[src/rtl/mips_defs_pkg.sv]
// ---------------------------------------------------------------------------
// mips_defs_pkg
// Shared encodings for the MIPS pipeline datapath.
//   ALU_*  : 3-bit ALU control codes produced by the decoder
//   FWD_*  : 2-bit operand-forwarding selects produced by the hazard unit
// ---------------------------------------------------------------------------
package mips_defs_pkg;

   localparam logic [2:0] ALU_AND  = 3'b000;
   localparam logic [2:0] ALU_OR   = 3'b001;
   localparam logic [2:0] ALU_ADD  = 3'b010;
   localparam logic [2:0] ALU_XOR  = 3'b011;
   localparam logic [2:0] ALU_NOR  = 3'b100;
   localparam logic [2:0] ALU_SLTU = 3'b101;
   localparam logic [2:0] ALU_SUB  = 3'b110;
   localparam logic [2:0] ALU_SLT  = 3'b111;

   // 2'b11 is not assigned; consumers treat it like FWD_RF.
   localparam logic [1:0] FWD_RF  = 2'b00;
   localparam logic [1:0] FWD_WB  = 2'b01;
   localparam logic [1:0] FWD_MEM = 2'b10;

endpackage

[src/rtl/alu.sv]
// ---------------------------------------------------------------------------
// alu
// Purely combinational ALU for the execute stage.
//   a, b      : operands (WIDTH)
//   ctrl      : operation select (ALU_* codes)
//   y         : result, wraps modulo 2^WIDTH
//   overflow  : signed overflow, meaningful for add/sub only (0 otherwise)
//   zero      : y == 0
// ---------------------------------------------------------------------------
module alu
   import mips_defs_pkg::*;
#(
   parameter int WIDTH = 32
) (
   input  logic [WIDTH-1:0] a,
   input  logic [WIDTH-1:0] b,
   input  logic [2:0]       ctrl,
   output logic [WIDTH-1:0] y,
   output logic             overflow,
   output logic             zero
);

   logic [WIDTH-1:0] sum;
   logic [WIDTH-1:0] diff;

   assign sum  = a + b;
   assign diff = a - b;

   always_comb begin
      y        = '0;
      overflow = 1'b0;
      case (ctrl)
         ALU_ADD: begin
            y = sum;
            // Like-signed operands producing an opposite-signed sum.
            overflow = (a[WIDTH-1] == b[WIDTH-1]) && (sum[WIDTH-1] != a[WIDTH-1]);
         end
         ALU_SUB: begin
            y = diff;
            // Unlike-signed operands where the result sign departs from a.
            overflow = (a[WIDTH-1] != b[WIDTH-1]) && (diff[WIDTH-1] != a[WIDTH-1]);
         end
         ALU_AND:  y = a & b;
         ALU_OR:   y = a | b;
         ALU_XOR:  y = a ^ b;
         ALU_NOR:  y = ~(a | b);
         ALU_SLT:  y = {{(WIDTH-1){1'b0}}, ($signed(a) < $signed(b))};
         ALU_SLTU: y = {{(WIDTH-1){1'b0}}, (a < b)};
         default: begin
            y        = '0;
            overflow = 1'b0;
         end
      endcase
   end

   assign zero = (y == '0);

endmodule

[src/rtl/execute_mem_reg.sv]
// ---------------------------------------------------------------------------
// execute_mem_reg
// Execute stage plus EX/MEM pipeline register of the 5-stage MIPS pipeline.
//   clk, rst (async, active low)
//   stallM, flushM              : EX/MEM register control
//   *E inputs                   : ID/EX register contents
//   ForwardAE/BE, ResultW       : operand forwarding from hazard unit / WB
//   *M outputs                  : EX/MEM register contents
//
// Pipeline register control: on each rising edge flushM clears every M
// register (bubble, ValidM=0), otherwise stallM holds them, otherwise they
// load the E-stage values. flushM wins over stallM; a bubble inserted under
// stall keeps holding while stallM stays high.
//
// Forwarding from ALUOutM uses the registered value, so there is no
// combinational path from the ALU back into itself, and while stalled the
// forwarded operand stays constant.
// ---------------------------------------------------------------------------
module execute_mem_reg
   import mips_defs_pkg::*;
#(
   parameter int WIDTH   = 32,
   parameter int REGBITS = 5
) (
   input  logic               clk,
   input  logic               rst,
   input  logic               stallM,
   input  logic               flushM,
   input  logic               RegWriteE,
   input  logic               MemtoRegE,
   input  logic               MemWriteE,
   input  logic               ALUSrcE,
   input  logic               RegDstE,
   input  logic [2:0]         ALUControlE,
   input  logic [WIDTH-1:0]   RD1E,
   input  logic [WIDTH-1:0]   RD2E,
   input  logic [WIDTH-1:0]   SignImmE,
   input  logic [REGBITS-1:0] RtE,
   input  logic [REGBITS-1:0] RdE,
   input  logic [1:0]         ForwardAE,
   input  logic [1:0]         ForwardBE,
   input  logic [WIDTH-1:0]   ResultW,
   output logic               RegWriteM,
   output logic               MemtoRegM,
   output logic               MemWriteM,
   output logic [WIDTH-1:0]   ALUOutM,
   output logic [WIDTH-1:0]   WriteDataM,
   output logic [REGBITS-1:0] WriteRegM,
   output logic               OverflowM,
   output logic               ValidM
);

   logic [WIDTH-1:0]   src_a;
   logic [WIDTH-1:0]   fwd_b;
   logic [WIDTH-1:0]   src_b;
   logic [WIDTH-1:0]   alu_out_e;
   logic               overflow_e;
   logic               alu_zero_unused;
   logic [REGBITS-1:0] write_reg_e;
   logic               valid_e;

   // Operand A forward mux.
   always_comb begin
      src_a = RD1E;
      case (ForwardAE)
         FWD_WB:  src_a = ResultW;
         FWD_MEM: src_a = ALUOutM;
         default: src_a = RD1E;
      endcase
   end

   // Operand B forward mux; its output is also the store data.
   always_comb begin
      fwd_b = RD2E;
      case (ForwardBE)
         FWD_WB:  fwd_b = ResultW;
         FWD_MEM: fwd_b = ALUOutM;
         default: fwd_b = RD2E;
      endcase
   end

   assign src_b = ALUSrcE ? SignImmE : fwd_b;

   alu #(
      .WIDTH (WIDTH)
   ) u_alu (
      .a        (src_a),
      .b        (src_b),
      .ctrl     (ALUControlE),
      .y        (alu_out_e),
      .overflow (overflow_e),
      .zero     (alu_zero_unused)
   );

   assign write_reg_e = RegDstE ? RdE : RtE;

   // An all-zero ID/EX bubble decodes as "and r0" with no writes: not valid.
   assign valid_e = RegWriteE | MemWriteE | (ALUControlE != ALU_AND) | (RtE != '0);

   always_ff @(posedge clk or negedge rst) begin
      if (!rst) begin
         RegWriteM  <= 1'b0;
         MemtoRegM  <= 1'b0;
         MemWriteM  <= 1'b0;
         ALUOutM    <= '0;
         WriteDataM <= '0;
         WriteRegM  <= '0;
         OverflowM  <= 1'b0;
         ValidM     <= 1'b0;
      end else if (flushM) begin
         RegWriteM  <= 1'b0;
         MemtoRegM  <= 1'b0;
         MemWriteM  <= 1'b0;
         ALUOutM    <= '0;
         WriteDataM <= '0;
         WriteRegM  <= '0;
         OverflowM  <= 1'b0;
         ValidM     <= 1'b0;
      end else if (!stallM) begin
         RegWriteM  <= RegWriteE;
         MemtoRegM  <= MemtoRegE;
         MemWriteM  <= MemWriteE;
         ALUOutM    <= alu_out_e;
         WriteDataM <= fwd_b;
         WriteRegM  <= write_reg_e;
         OverflowM  <= overflow_e;
         ValidM     <= valid_e;
      end
   end

endmodule
[config.mk]
export PLATFORM = sky130hd
export DESIGN_NAME = execute_mem_reg
export DESIGN_NICKNAME = d
export VERILOG_FILES = /design/src/rtl/mips_defs_pkg.sv /design/src/rtl/alu.sv /design/src/rtl/execute_mem_reg.sv
export SDC_FILE = /design/constraint.sdc
export NUM_CORES = 1
export LEC_CHECK = 0
export BUFFER_PORTS_ARGS = -buffer_cell sky130_fd_sc_hd__buf_2
export CAP_MARGIN = 20
export CORE_ASPECT_RATIO = 1.5
export CORE_MARGIN = 3
export CORE_UTILIZATION = 55
export CTS_CLUSTER_DIAMETER = 40
export DETAILED_ROUTE_END_ITERATION = 8
export PLACE_DENSITY = 0.81
export SLEW_MARGIN = 20
export SYNTH_ARGS = -nofsm -noshare
export SYNTH_HDL_FRONTEND = slang
export SYNTH_SLANG_ARGS = --single-unit
[constraint.sdc]
create_clock -name clk -period 8.5 [get_ports clk]
set_clock_uncertainty 0.2 [all_clocks]
set_input_delay 0 -clock clk [delete_from_list [all_inputs] [get_ports clk]]
set_output_delay 0 -clock clk [all_outputs]
set_load 0.005 [all_outputs]
* After elaboration in Yosys (flattened, before gate mapping)
Index checks and enable logic that the tools add are counted.
** Word-level totals
- Word-level logic and storage cells :: 62
- Input bits :: 154
- Output and inout port bits :: 74
- Register bits :: 74
** Operators by class
- Add/subtract/negate cells :: 2
- $lt $le $gt $ge :: 2
- Mux-type cells :: 22
- Equal/unequal tests :: 16
- Bitwise gates (word level) :: 7
- Reduce and logical (&&, ||, !) cells :: 5
** Operators by type and width (number)
- 32-bit one-hot mux with 8 select lines :: 1
- 32-bit two-way mux :: 5
- 32-bit one-hot mux with 2 select lines :: 2
- 32-bit less-than comparator :: 2
- 32-bit adder :: 1
- 32-bit bitwise AND :: 1
- 32-bit NOT :: 1
- 32-bit OR :: 1
- 32-bit subtractor :: 1
- 32-bit XOR :: 1
- 5-bit two-way mux :: 3
- 3-bit == test, second input constant :: 4
- 1-bit two-way mux :: 10
- 3-bit by 2-bit == test with 1-bit output, second input constant :: 2
- 5-bit nonzero test :: 1
- 2-bit by 1-bit == test with 1-bit output, second input constant :: 2
- 2-bit == test, second input constant :: 2
- 3-bit by 1-bit == test with 1-bit output, second input constant :: 1
- 3-bit zero test :: 1
- 1-bit != test :: 3
- 1-bit OR :: 3
- 3-bit nonzero test :: 1
- 1-bit logical AND :: 2
- 2-bit by 1-bit != test with 1-bit output, second input constant :: 1
- 2 further kinds :: 2

* Longest topological paths before layout
- Depth in word-level cells :: 9
- Mapped depth :: 22
- Depth with buffers taken out :: 20

* Cells and area by module
A second synthesis with hierarchy kept.
** Unflattened totals
- Cell total of the unflattened synthesis :: 1495
- Area, all modules :: 11337.1 sq um
** By module, submodules not included
- alu :: seq. area each 0.0 sq um, area each 6139.6 sq um, cells each 974, times used 1
- execute_mem_reg :: seq. area each 1851.8 sq um, area each 5197.5 sq um, cells each 521, times used 1

* Least setup slack after synthesis
No wires, ideal clock.
- Kind :: input -> register
- From :: input ForwardBE[0]
- To :: register ALUOutM[29]
- Setup slack :: 4270 ps
- Path buffers :: 3
- Data required time :: 8189 ps
- Setup time :: 111 ps
- Stages :: 19
- Arrival :: 3918 ps
- Cell sequence :: inv_1 ha_1 buf_2 buf_1 clkbuf_1 a21oi_1 o21ai_0 ha_1 o21bai_1 a21oi_1 o2bb2a_1 o2111ai_1 a211oi_2 a21oi_1 a211o_1 a311oi_2 mux2i_1 nor4_2 a2111oi_2
** On the way
- Word-level cells in the longest chain between the ends :: 8
- Elaborated cells between the ends (all ways) :: 13
- Those cells by class :: 2 x add/sub; 2 x eq/ne; 5 x mux; 4 x bitwise
** Ends and longest elaborated chain
- start: declaration :: line execute_mem_reg.sv:41 : input logic [1:0] ForwardBE,
- 2-bit == test or 2-bit by 1-bit == test with 1-bit output (tied branches) :: line execute_mem_reg.sv:75 : case (ForwardBE)
- 32-bit one-hot mux with 2 select lines (*) :: line execute_mem_reg.sv:75
- 32-bit two-way mux (*) :: line execute_mem_reg.sv:82 : assign src_b = ALUSrcE ? SignImmE : fwd_b;
- branches (longest 2 deep; another with 32-bit subtractor)
- 32-bit one-hot mux with 8 select lines (*) :: line alu.sv:32 : case (ctrl)
- 32-bit two-way mux (*) :: line execute_mem_reg.sv:119 : end else if (!stallM) begin
- 32-bit two-way mux (*) :: line execute_mem_reg.sv:110 : end else if (flushM) begin
- end signal: assignment :: line execute_mem_reg.sv:123 : ALUOutM <= alu_out_e;
- end: declaration :: line execute_mem_reg.sv:46 : output logic [WIDTH-1:0] ALUOutM,
Mark *: on every way between the ends. The select of a mux whose other input is x is not followed.
A chain may end at the register's enable or synchronous reset.

* Worst setup path in the final report
- From :: register ALUOutM[0]
- To :: register ALUOutM[28]
** On the way
- Word-level cells in the longest chain between the ends :: 6
- Elaborated cells between the ends (all ways) :: 8
- Those cells by class :: 2 x add/sub; 6 x mux
** Ends and longest elaborated chain (line)
- 32-bit one-hot mux with 2 select lines :: execute_mem_reg.sv:75
- 32-bit two-way mux :: execute_mem_reg.sv:82
- 32-bit subtractor or 32-bit adder (tied branches) :: alu.sv:27, alu.sv:26
- 32-bit one-hot mux with 8 select lines (*) :: alu.sv:32
- 32-bit two-way mux (*) :: execute_mem_reg.sv:119
- 32-bit two-way mux (*) :: execute_mem_reg.sv:110
Every way passes the cells marked *; elsewhere a longest branch is shown, timed or not. The select of a mux whose other input is x is not followed.

==> out/summary.md <==
The flow ran to the end, and the final reports show no timing, DRC or antenna violations. The most used flip-flop cell after synthesis is sky130_fd_sc_hd__dfrtp_1. The count of input and output buffers came out at 227. The share of the yosys chip area belonging to registers is 18.8%, and the required time of the critical path is 8.56 ns.

Type of the worst setup path: reg2reg. By area the synthesized netlist is led by sky130_fd_sc_hd__dfrtp_1 (19%), sky130_fd_sc_hd__ha_1 (11%), sky130_fd_sc_hd__a21oi_1 (8.6%), sky130_fd_sc_hd__o21ai_0 (8.1%), sky130_fd_sc_hd__nor2_1 (7.4%). The die covers 0.0196 mm^2.

The path with the worst hold slack has its endpoint at WriteDataM[30]$_DFFE_PN0P_. The worst slew slack as a fraction of its limit is 31.6%. In the final design database the tool counted 1884 nets.

Summed over all instances, the cell type with the most area after synthesis is sky130_fd_sc_hd__dfrtp_1. For the routability congestion estimate from global placement, the log shows 1.08. The core region is 0.0175 mm^2. Once detail routing completed, the nets flagged for antenna violations numbered 0. The maximum count of clock buffers along a single path came out at 2.

At the end of the flow the core is filled with cells to 68.6%. For the number of failing hold endpoints at the final stage, the log shows 0. The die height is 170 um.

The worst register-to-register path has a setup slack of 3.57 ns. Along the worst path, the maximum fanout reaches 5. In the routed design, unresolved DRC markers number 0.

In this run the power density over the cells is 157 mW/mm^2. The synthesized netlist net count was 1667. Startpoint of the most critical register-to-register path: ALUOutM[0]$_DFFE_PN0P_. The type of origin of the critical path is a flip-flop. The cell area that synthesis handed to floorplanning was 0.00985 mm^2. Setup repair after global routing left no endpoint under its margin. Setup slack closes at 3.57 ns.

The arrival time at the worst endpoint is 4.99 ns, and the clock transition at the register clock pins on the worst setup and hold paths after CTS is 0.07 ns. The tools report the startpoint of the worst hold path as ResultW[30]. The average size of a mapped cell was 6.92 um^2; the global routing usage on met3 was 11.0%. The post-route netlist has 17.1% of its cells at a drive strength greater than 1. The total of flip-flops plus latches after synthesis is 74, and the number of top-level pins is 228. Entering global routing, the biggest net connects 81 pins. Summing over every cut layer, the via total after detailed routing is 12264. The aggregate global routing overflow is 0, and the final instance count without filler cells is 1859. The first global-routing pass estimated 63100 um of wire. Summed over all failing endpoints, the final setup total negative slack is 0 ns. For met1 alone, demand over resource in global routing was 49.1%. The first TritonRoute pass finished after 7 iterations. The wire length per cell after detailed routing works out to 22.4 um. The most common cell in the netlist is sky130_fd_sc_hd__nor2_1. The logs give 0 for the final number of max-transition violations and 0.35 ns for the worst-skew pair later-pin latency. The worst-case setup slack after placement was 3.40 ns.

The worst setup path is captured at a flip-flop. Across the run, the number of max-cap violations was 0. The number of warnings issued by yosys came out at 0. CTS saw 74 sinks. The cell sitting at the root of the clock tree is a sky130_fd_sc_hd__clkbuf_16. Derived from the worst setup path, the maximum achievable clock frequency is 203 MHz. The run gives 5.79 nW as the reported leakage power. Setup violations remaining at the end of the flow were counted as 0.

The cell count after synthesis was 1423; the cell depth of the worst min-delay path was 7. In this run the worst hold path is classified as in2reg. At the pin with the least slew margin, the transition time is 1.02 ns.

The number of placement rows was 59. Global-route layer with the greatest usage: met2. After synthesis, the share of flip-flops with an asynchronous set or reset is 100%. The post-synthesis cell type count is 79. The number of global-route vias before repair was 11578; the overall fraction of global-route tracks in use was 41.0%. The commonest cells after synthesis are sky130_fd_sc_hd__nor2_1 (193), sky130_fd_sc_hd__a21oi_1 (170), sky130_fd_sc_hd__o21ai_0 (160).

The x dimension of the die is 115 um, and the cell count after placement is 1776. Once detailed placement completed, the half-perimeter wirelength came to 29700 um. The mean number of vias per cell was 6.60; the number of CTS-inserted buffers was 9.

The tools report the terminus of the critical flop-to-flop path as ALUOutM[28]$_DFFE_PN0P_. Number of antenna violations at the first check in global routing: 1. After layout, the minimum clock period comes to 4.93 ns. Of the post-synthesis cell area, the dominant cell type holds 18.8%.

TritonCTS built the clock tree. The period utilization was 58.0%; the level count of the clock H-tree was 3. The number of enable-type register cells in the synthesized netlist works out to 0.

The tools report the starting DRC count in detailed routing as 1805. For this configuration, the core starts out at a cell density of 56.3%. VDD sags by at most 0.0000989 V.

The count of cells along the worst register-to-register path came out at 17. For this block, the routed nets add up to 41600 um of wire. The relative area change from synthesis to final layout is 21.9%. The source of the critical timing path was ALUOutM[0]$_DFFE_PN0P_.

Global routing consumed, on the met2 layer, 65.4% of the routing resources.
## state kept, by name, indices dropped and copies added (netlist names)
| name | cells |
|---|---|
| WriteDataM | 32 |
| MemtoRegM | 1 |
| WriteRegM | 5 |
| ALUOutM | 32 |
| RegWriteM | 1 |
| ValidM | 1 |
| MemWriteM | 1 |
| OverflowM | 1 |
## where the power goes
group	total [mW]	switching, mW	internal [mW]
Sequential	0.412	0.0345	0.378
Clock	0.491	0.172	0.319
Combinational	0.979	0.601	0.379
Total	1.88	0.807	1.08
## how the worst max path moves through the flow
| stage | depth (start not counted) | endpoint |
|---|---|---|
| 2_1_floorplan | 19 | ALUOutM[29]$_DFFE_PN0P_ |
| 3_3_place_gp | 20 | ALUOutM[28]$_DFFE_PN0P_ |
| 3_5_place_dp | 20 | ALUOutM[28]$_DFFE_PN0P_ |
| 4_1_cts | 17 | ALUOutM[28]$_DFFE_PN0P_ |
| 5_1_grt | 17 | ALUOutM[28]$_DFFE_PN0P_ |
| 6_report | 17 | ALUOutM[28]$_DFFE_PN0P_ |
## cell usage in the layout (no fill, tap or decap), drive strengths merged, types with 5 or more instances in the layout
master       count
xor2            13
nand2b          18
a21o            19
o21a             5
nor4            11
nor2b           21
a211oi           6
o221ai          16
and2             5
o31ai            8
a22o            12
clkbuf          10
a31oi           13
o21bai          11
ha              88
o41ai            6
mux2i           25
nand2          109
buf            242
and3             6
dlygate4sd3     66
a221o            7
dfrtp           74
a22oi           59
nor2           193
a21oi          170
inv            108
nor3            17
nand3           22
xnor2           38
o21ai          173
## layer usage
layer | share of wire, % | up-vias
met2 | 45 | 947
met4 | 6.7 | 0
met1 | 36 | 5599
li1 | - | 5503
met5 | 0 | -
met3 | 12 | 215
## worst max-delay path, cell delays in order, from the launching register on
cell                        delay (ns)
sky130_fd_sc_hd__dfrtp_1          0.51
sky130_fd_sc_hd__a22oi_1          0.24
sky130_fd_sc_hd__nor2_1           0.05
sky130_fd_sc_hd__a21oi_1          0.17
sky130_fd_sc_hd__o21ai_0          0.17
sky130_fd_sc_hd__ha_1             0.30
sky130_fd_sc_hd__fa_1             0.48
sky130_fd_sc_hd__o21bai_1         0.21
sky130_fd_sc_hd__nand2_1          0.08
sky130_fd_sc_hd__o2bb2ai_1        0.17
sky130_fd_sc_hd__o311ai_2         0.50
sky130_fd_sc_hd__nand4_1          0.24
sky130_fd_sc_hd__a21oi_1          0.18
sky130_fd_sc_hd__nor2_1           0.09
sky130_fd_sc_hd__o31ai_1          0.73
sky130_fd_sc_hd__nand3_1          0.14
sky130_fd_sc_hd__o311a_1          0.15
sky130_fd_sc_hd__nor4_1           0.24
## final cells by class
class                           instances  area, um^2
Multi-Input combinational cell       1139        7200
Inverter                              108         405
Tap cell                              213         267
Clock inverter                          6         138
Antenna cell                            1        2.50
Clock buffer                           10         229
Sequential cell                        74        1850
Fill cell                            1467        5490
Timing Repair Buffer                  308        1910
## metrics by stage
stage	total power [mW]	hold WS, ns	instance area (um^2)
after floorplan	1.05	-0.496	9850
after global routing	1.98	0.0700	12000
after CTS	1.84	0.000241	12000
final	1.88	0.00915	12000
after detailed placement	1.32	-0.346	11000
after global placement	1.31	-0.347	11000
## kinds of logic after synthesis
group	after synthesis	synth area share, %
muxes	26	2.65
xor gates and xnor gates	51	4.53
DFF	74	18.8
AOI/OAI and AO/OA	552	35.5
buffers and inverters	210	8.21
and+or+nand+nor	420	18.7
adders and majority gates	90	11.6
## timing repair
action,4_1_cts,5_1_grt
hold buffers,66,0
endpoints found under the hold margin,114,0
resized for setup,0,0
setup buffers,0,0
No activity file was read; power rests on OpenSTA's default activity.
